===== config.mk =====
export PLATFORM = sky130hd
export DESIGN_NAME = uart_tx_arb
export DESIGN_NICKNAME = d
export VERILOG_FILES = /design/src/rtl/uart_tx_arb.sv
export SDC_FILE = /design/constraint.sdc
export NUM_CORES = 1
export LEC_CHECK = 0
export ABC_AREA = 0
export BUFFER_PORTS_ARGS = -buffer_cell sky130_fd_sc_hd__buf_2
export CAP_MARGIN = 20
export CORE_MARGIN = 3
export CORE_UTILIZATION = 25
export DETAILED_ROUTE_END_ITERATION = 10
export GPL_TIMING_DRIVEN = 1
export MAX_ROUTING_LAYER = met4
export RECOVER_POWER = 50
export SLEW_MARGIN = 20
export SYNTH_ARGS = -nofsm -noshare
export SYNTH_HDL_FRONTEND = slang
export SYNTH_SLANG_ARGS = --single-unit

===== constraint.sdc =====
create_clock -name clk -period 2.6 [get_ports clk]
set_clock_uncertainty 0.05 [all_clocks]
set_input_delay 0.39 -clock clk [delete_from_list [all_inputs] [get_ports clk]]
set_output_delay 0.39 -clock clk [all_outputs]
set_load 0.01 [all_outputs]

===== src/rtl/uart_tx_arb.sv =====
// uart_tx_arb
//   Arbitrates N_REQ byte requesters onto a single UART transmitter. A pending
//   requester is granted when the transmitter is idle. The grant launches one byte
//   with a tx_start/ack pulse and is held until tx_done or until the timeout expires.
//
// Ports
//   clk          system clock, all logic on posedge
//   rst          synchronous active-high reset
//   req          per-requester byte-pending flags
//   req_data     flattened bytes, requester k at [k*DATA_W +: DATA_W]
//   ack          one-cycle pulse, byte of the granted requester taken
//   grant        one-hot transmitter owner, zero when idle
//   tx_start     one-cycle launch pulse to the transmitter
//   tx_data      byte to the transmitter, held for the whole transfer
//   tx_busy      transmitter occupied (blocks arbitration)
//   tx_done      one-cycle pulse, stop bit finished
//   arb_busy     high whenever the FSM is not in IDLE
//   timeout_err  one-cycle pulse when a transfer is abandoned
//
// Build option
//   UART_TX_ARB_FIXED_PRIO_EN  defined: the lowest asserted req index always wins
//                              and the round-robin pointer is removed (held at 0).
//                              undefined: round-robin starting at ptr.
module uart_tx_arb #(
  parameter int N_REQ   = 4,
  parameter int DATA_W  = 8,
  parameter int TIMEOUT = 512
) (
  input  logic                    clk,
  input  logic                    rst,
  input  logic [N_REQ-1:0]        req,
  input  logic [N_REQ*DATA_W-1:0] req_data,
  output logic [N_REQ-1:0]        ack,
  output logic [N_REQ-1:0]        grant,
  output logic                    tx_start,
  output logic [DATA_W-1:0]       tx_data,
  input  logic                    tx_busy,
  input  logic                    tx_done,
  output logic                    arb_busy,
  output logic                    timeout_err
);

  // state     | meaning
  // IDLE      | no transfer; arbitrate when a req is pending and tx_busy=0
  // LAUNCH    | tx_start and ack pulse for the granted requester
  // WAIT_DONE | byte in flight; wait for tx_done or timeout
  typedef enum logic [1:0] {IDLE, LAUNCH, WAIT_DONE} state_e;

  localparam int IDX_W = $clog2(N_REQ);
  localparam int CNT_W = $clog2(TIMEOUT);
  localparam logic [N_REQ-1:0] ONE = N_REQ'(1);

  state_e            state_q;
  logic [N_REQ-1:0]  grant_q, ack_q;
  logic              tx_start_q, arb_busy_q, timeout_err_q;
  logic [DATA_W-1:0] tx_data_q;
  logic [CNT_W-1:0]  cnt_q, cnt_d;
  logic [IDX_W-1:0]  ptr_q, win_idx;
  logic              win_vld;
  logic [DATA_W-1:0] win_data;

`ifdef UART_TX_ARB_FIXED_PRIO_EN
  assign ptr_q = '0;
`else
  logic [IDX_W-1:0] own_q, ptr_d;
  assign ptr_d = (own_q == IDX_W'(N_REQ-1)) ? '0 : own_q + 1'b1;
`endif

  // Scan offsets from the far end down so the lowest offset from ptr wins.
  always_comb begin
    win_vld = 1'b0;
    win_idx = '0;
    for (int k = N_REQ-1; k >= 0; k--) begin
      if (req[IDX_W'((int'(ptr_q) + k) % N_REQ)]) begin
        win_vld = 1'b1;
        win_idx = IDX_W'((int'(ptr_q) + k) % N_REQ);
      end
    end
  end

  always_comb begin
    win_data = '0;
    for (int i = 0; i < N_REQ; i++) begin
      if (win_idx == IDX_W'(i)) win_data = req_data[i*DATA_W +: DATA_W];
    end
  end

  assign cnt_d = cnt_q + 1'b1;

  // Outputs are registered on the edge that enters a state, so tx_start/ack
  // are high exactly during LAUNCH. The transmitter is never signalled on reset.
  always_ff @(posedge clk) begin
    if (rst) begin
      state_q       <= IDLE;
      grant_q       <= '0;
      ack_q         <= '0;
      tx_start_q    <= 1'b0;
      tx_data_q     <= '0;
      arb_busy_q    <= 1'b0;
      timeout_err_q <= 1'b0;
      cnt_q         <= '0;
`ifndef UART_TX_ARB_FIXED_PRIO_EN
      ptr_q         <= '0;
      own_q         <= '0;
`endif
    end else begin
      ack_q         <= '0;
      tx_start_q    <= 1'b0;
      timeout_err_q <= 1'b0;
      case (state_q)
        IDLE: begin
          if (win_vld && !tx_busy) begin
            grant_q    <= ONE << win_idx;
            ack_q      <= ONE << win_idx;
            tx_start_q <= 1'b1;
            tx_data_q  <= win_data;
            arb_busy_q <= 1'b1;
            state_q    <= LAUNCH;
`ifndef UART_TX_ARB_FIXED_PRIO_EN
            own_q      <= win_idx;
`endif
          end
        end
        LAUNCH: begin
          cnt_q   <= '0;
          state_q <= WAIT_DONE;
        end
        WAIT_DONE: begin
          if (tx_done) begin
            grant_q    <= '0;
            arb_busy_q <= 1'b0;
            state_q    <= IDLE;
`ifndef UART_TX_ARB_FIXED_PRIO_EN
            ptr_q      <= ptr_d;
`endif
          end else if (cnt_d == CNT_W'(TIMEOUT-1)) begin
            grant_q       <= '0;
            arb_busy_q    <= 1'b0;
            timeout_err_q <= 1'b1;
            state_q       <= IDLE;
`ifndef UART_TX_ARB_FIXED_PRIO_EN
            ptr_q         <= ptr_d;
`endif
          end else begin
            cnt_q <= cnt_d;
          end
        end
        default: state_q <= IDLE;
      endcase
    end
  end

  assign ack         = ack_q;
  assign grant       = grant_q;
  assign tx_start    = tx_start_q;
  assign tx_data     = tx_data_q;
  assign arb_busy    = arb_busy_q;
  assign timeout_err = timeout_err_q;

endmodule

; Word-level counts from Yosys, hierarchy flattened
; Index checks and enable logic that the tools add are counted.
[totals]
mem_bits_rw = 0
out_inout_bits = 19
wordCells = 93
latchBits = 0
register_bits = 34
in_bits = 40
memories = 0
romBits = 0
[classes]
n_addsub = 5
n_bitwise = 3
eq_ne = 11
order_cmp = 4
n_reduce_logical = 15
n_mul = 0
n_mux = 44
div_mod_pow = 0
shifts = 1
[op_table]
columns = cell, n
row1 = $mux W8, 4
row2 = $mux W2, 10
row3 = $mux W9, 2
row4 = $pmux W9 S2, 1
row5 = $mux W1, 17
row6 = $lt A2 B4 Y1 const B, 4
row7 = $mux W4, 3
row8 = $add A9 B1 Y9 const B, 1
row9 = $eq A9 B9 Y1 const B, 1
row10 = $bmux W1 S2, 4
row11 = $eq A2 B2 Y1 const B, 4
row12 = $pmux W4 S2, 1
row13 = $ne A2 B2 Y1 const B, 3
row14 = $pmux W2 S3, 1
row15 = $reduce_and A2 Y1, 3
row16 = $reduce_and A3 Y1, 2
row17 = $reduce_bool A2 Y1, 3
row18 = $reduce_or A3 Y1, 2
row19 = $add A2 B1 Y2 const B, 2
row20 = $add A2 B2 Y2 const B, 2
row21 = $eq A2 B1 Y1 const B, 2
row22 = $logic_not A2 Y1, 2
row23 = $shl A1 B2 Y4 const A, 1
row24 = $ne A3 B3 Y1 const B, 1
row25 = 5 further kinds, 7

; Longest topological paths before layout
[logic_depth]
ltp_word = 13
mapped_depth = 8
depth_no_buf = 7

; Least setup slack after synthesis
; OpenSTA, ideal clock, no wires.
[synth_path]
path_kind = reg2reg
from = register cnt_q[1]
to = register ptr_q[0]
path_slack_ns = 0.610
n_path_buf = 0
stages_incl_launch_ff = 8
t_required_ns = 2.429
arrival_time_ns = 1.819
path_cell_list = dfxtp_1 > ha_1 > nand3_1 > xnor2_1 > nor2_1 > o2111ai_4 > a21oi_2 > mux2_2
[synth_between]
elab_chain_len = 4
[synth_rtl]
columns = item, line_no
row1 = from (decl), 57  ; logic [CNT_W-1:0] cnt_q, cnt_d;
row2 = from (signal assigned), 145  ; cnt_q <= cnt_d;
row3 = $add A9 B1 Y9, 88  ; assign cnt_d = cnt_q + 1'b1;
row4 = $eq A9 B9 Y1, 136  ; end else if (cnt_d == CNT_W'(TIMEOUT-1)) begin
row5 = $reduce_bool A2 Y1 (no source line), n/a
row6 = $reduce_and A2 Y1 (no source line), n/a
row7 = to (signal assigned), 134  ; ptr_q <= ptr_d;
row8 = to (signal assigned), 142  ; ptr_q <= ptr_d;
row9 = to (decl), 58  ; logic [IDX_W-1:0] ptr_q, win_idx;
; Every way passes these cells.
; A chain may end at the register's enable or synchronous reset.

; Final worst setup path
; Same ends and word-level chain as after synthesis.

==> results.json <==
{
  "outcome": "finished, final reports clean",
  "power.leakage_nw": 0.916,
  "top_layer": "met4",
  "worst_pin_slew_ns": 0.685,
  "clkSinkCount": 34,
  "hold_end": "grant[2]",
  "wl_per_cell_um": 12.2,
  "fmax_mhz": 434,
  "crit_required_ns": 2.74,
  "nNetsFinal": 310,
  "cp.arrival_ns": 2.44,
  "cts_buffers": 5,
  "hold_class": "reg -> reg",
  "core_area_um2": 7290,
  "detail-route-antenna-nets": 0,
  "synthFlopType": "dfxtp_1",
  "cts-resized-gates": 0,
  "area_growth_pct": 26.9,
  "cts-root-buf": "clkbuf_8",
  "slew_headroom_pct": 54.3,
  "dieArea_um2": 8670,
  "die_h_um": 93.1,
  "cts.path.max_buffers": 2,
  "htree_levels": 2,
  "tns_ns": 0,
  "postCtsSetupRepairBufs": 0,
  "grt_pass1_wl_um": 7900,
  "ys_ff_latch": 34,
  "initial_utilization_pct": 26.0,
  "r2r_cells": 7,
  "ys_types": 47,
  "yosysTopAreaCell": "dfxtp_1",
  "dpl.hpwl_um": 3350,
  "synth_edf_count": 0,
  "wl_met1_um": 2030,
  "vias": 1716,
  "synth_cells": 208,
  "async_flop_share_pct": 0,
  "critPathLaunchType": "flop",
  "whs_path_depth": 2,
  "finalMaxSlewViolations": 0,
  "worst_r2r_endpoint": "ptr_q[0]",
  "synth.most_common_cell": "dfxtp_1",
  "post-route-period-util_pct": 88.6,
  "clk_latency_ns": 0.29,
  "grt_pass1_vias": 1739,
  "dr_wl_met2_um": 2100,
  "wl_met3_um": 304,
  "netlist_top_cells_area": "dfxtp_1 36%, mux2i_1 10%, mux2_2 5.3%, nand3b_1 4.0%, o21ai_0 2.9%",
  "finalSetupViolCount": 0,
  "nFillCells": 792,
  "r2r_setup_slack_ns": 0.30,
  "antenna_found_initial": 0,
  "final_area_um2": 2410,
  "dp.cells": 359,
  "fin_cells": 367,
  "layout-drive-gt1-share_pct": 26.9,
  "crit_fanout": 9,
  "ctsHoldBuffers": 0,
  "drv_cap": 0,
  "io_buffers": 58,
  "rsz0062_at_grt": "false",
  "hold_violations": 0,
  "cts_tree": "yes",
  "overflow": 0,
  "synth_top_cells_by_count": "34 x dfxtp_1, 19 x mux2i_1, 12 x inv_1, 12 x nor2_1, 11 x o21ai_0",
  "vdd_ir_drop_max_v": 0.000308,
  "path_clk_slew_ns": 0.07,
  "r2r-start": "cnt_q[1]",
  "drtIter0Drc": 90,
  "grt_use_total_pct": 11.3,
  "num_rows": 31,
  "synth_top_area_share_pct": 35.9,
  "drc": 0,
  "fp.dieW_um": 93.1,
  "syn_area_per_cell_um2": 9.12,
  "drt_wl_total_um": 4480,
  "gp_congestion": 0.835,
  "final_util_pct": 33.0,
  "powerDensity_nw_per_um2": 557,
  "drt_first_pass_iters": 4,
  "yosysSeqAreaShare_pct": 35.9,
  "netlist_area_um2": 1900,
  "yosys_warnings": 0,
  "placed_area_um2": 2300,
  "critical_path_class": "reg -> reg",
  "antenna_cells": 0,
  "timing.final.crit_period_ns": 2.30,
  "synth_nets": 251,
  "hp-start": "grant[2]",
  "viasPerCell": 4.68,
  "num_io_pins": 59,
  "end_kind": "flop",
  "grt_max_degree": 28
}
==> state kept, by name (all words and copies together), names as in the netlist <==
signal / flops
cnt_q: 9
tx_data: 8
ack: 4
grant: 4
own_q: 2
ptr_q: 2
state_q: 2
arb_busy: 1
timeout_err: 1
tx_start: 1
==> cell type report <==
class / count / area [um2] / share of cell area [%]
repair buffers: 64 / 305 / 12.7
flip-flops and latches: 34 / 681 / 28.3
inverters: 12 / 45.0 / 1.87
clock buffers: 5 / 68.8 / 2.86
clock inverters: 3 / 68.8 / 2.86
well taps: 99 / 124 / 5.15
multi-input cells: 150 / 1110 / 46.3
==> per-stage QoR <==
step / worst slack [ns] / power, mW / hold slack [ns]
detailed placement: 0.321 / 0.768 / 0.424
floorplan: 0.610 / 0.688 / 0.411
CTS: 0.318 / 1.37 / 0.438
global route: 0.133 / 1.42 / 0.469
finish: 0.297 / 1.34 / 0.437
global placement: 0.411 / 0.767 / 0.415
==> metal layers <==
metal  vias to the layer above  track usage, %
li1                        878               -
met1                       780            13.2
met2                        54            19.3
met3                         4            3.54
met4                         0            2.20
met5                         -               -
==> worst max-delay path, stage by stage, from the launching register on <==
cell and delay [ns]:
dfxtp_1 0.43, ha_1 0.33, nand3_1 0.13, xnor2_1 0.16
nor2_1 0.20, o2111ai_4 0.21, a21oi_2 0.32, mux2_2 0.36
==> how the worst max path moves through the flow <==
| stage | endpoint | cells past startpoint | start |
|---|---|---|---|
| global route | ptr_q[0] | 7 | cnt_q[1] |
| global placement | ptr_q[0] | 7 | cnt_q[1] |
| finish | ptr_q[0] | 7 | cnt_q[1] |
| floorplan | ptr_q[0] | 7 | cnt_q[1] |
| CTS | ptr_q[0] | 7 | cnt_q[1] |
| detailed placement | ptr_q[0] | 7 | cnt_q[1] |
==> placed cells by master, fill, tap and decap left out, types with 7 or more instances in the layout <==
master	Yosys	final
a21oi_1	7	7
clkbuf_1	6	20
buf_2	3	39
nor2_1	12	12
mux2i_1	19	19
nand3b_1	10	10
dfxtp_1	34	34
nand2b_1	8	8
inv_1	12	12
nor3_1	8	8
o21ai_0	11	11
mux2_2	9	9
nand2_1	10	10
==> logic make-up (layout without fill, tap and decap cells) <==
| logic type | after synthesis | count (layout) | synth area share [%] |
|---|---|---|---|
| AND/OR/NAND/NOR | 70 | 70 | 20.8 |
| buffers and inverters | 24 | 84 | 5.74 |
| adder cells (fa/ha/maj) | 3 | 3 | 1.98 |
| XOR/XNOR | 3 | 3 | 1.39 |
| multiplexers | 28 | 28 | 15.4 |
| AO/OA/AOI/OAI | 46 | 46 | 18.8 |
| flip-flops | 34 | 34 | 35.9 |
==> report_power, final <==
part | leakage, nW | internal (mW) | switching [mW] | total, mW
sequential | 0.277 | 0.545 | 0.0155 | 0.560
clock | 0.0683 | 0.384 | 0.210 | 0.595
combinational | 0.571 | 0.0886 | 0.0976 | 0.186
Power figures use the tool's default switching activity.
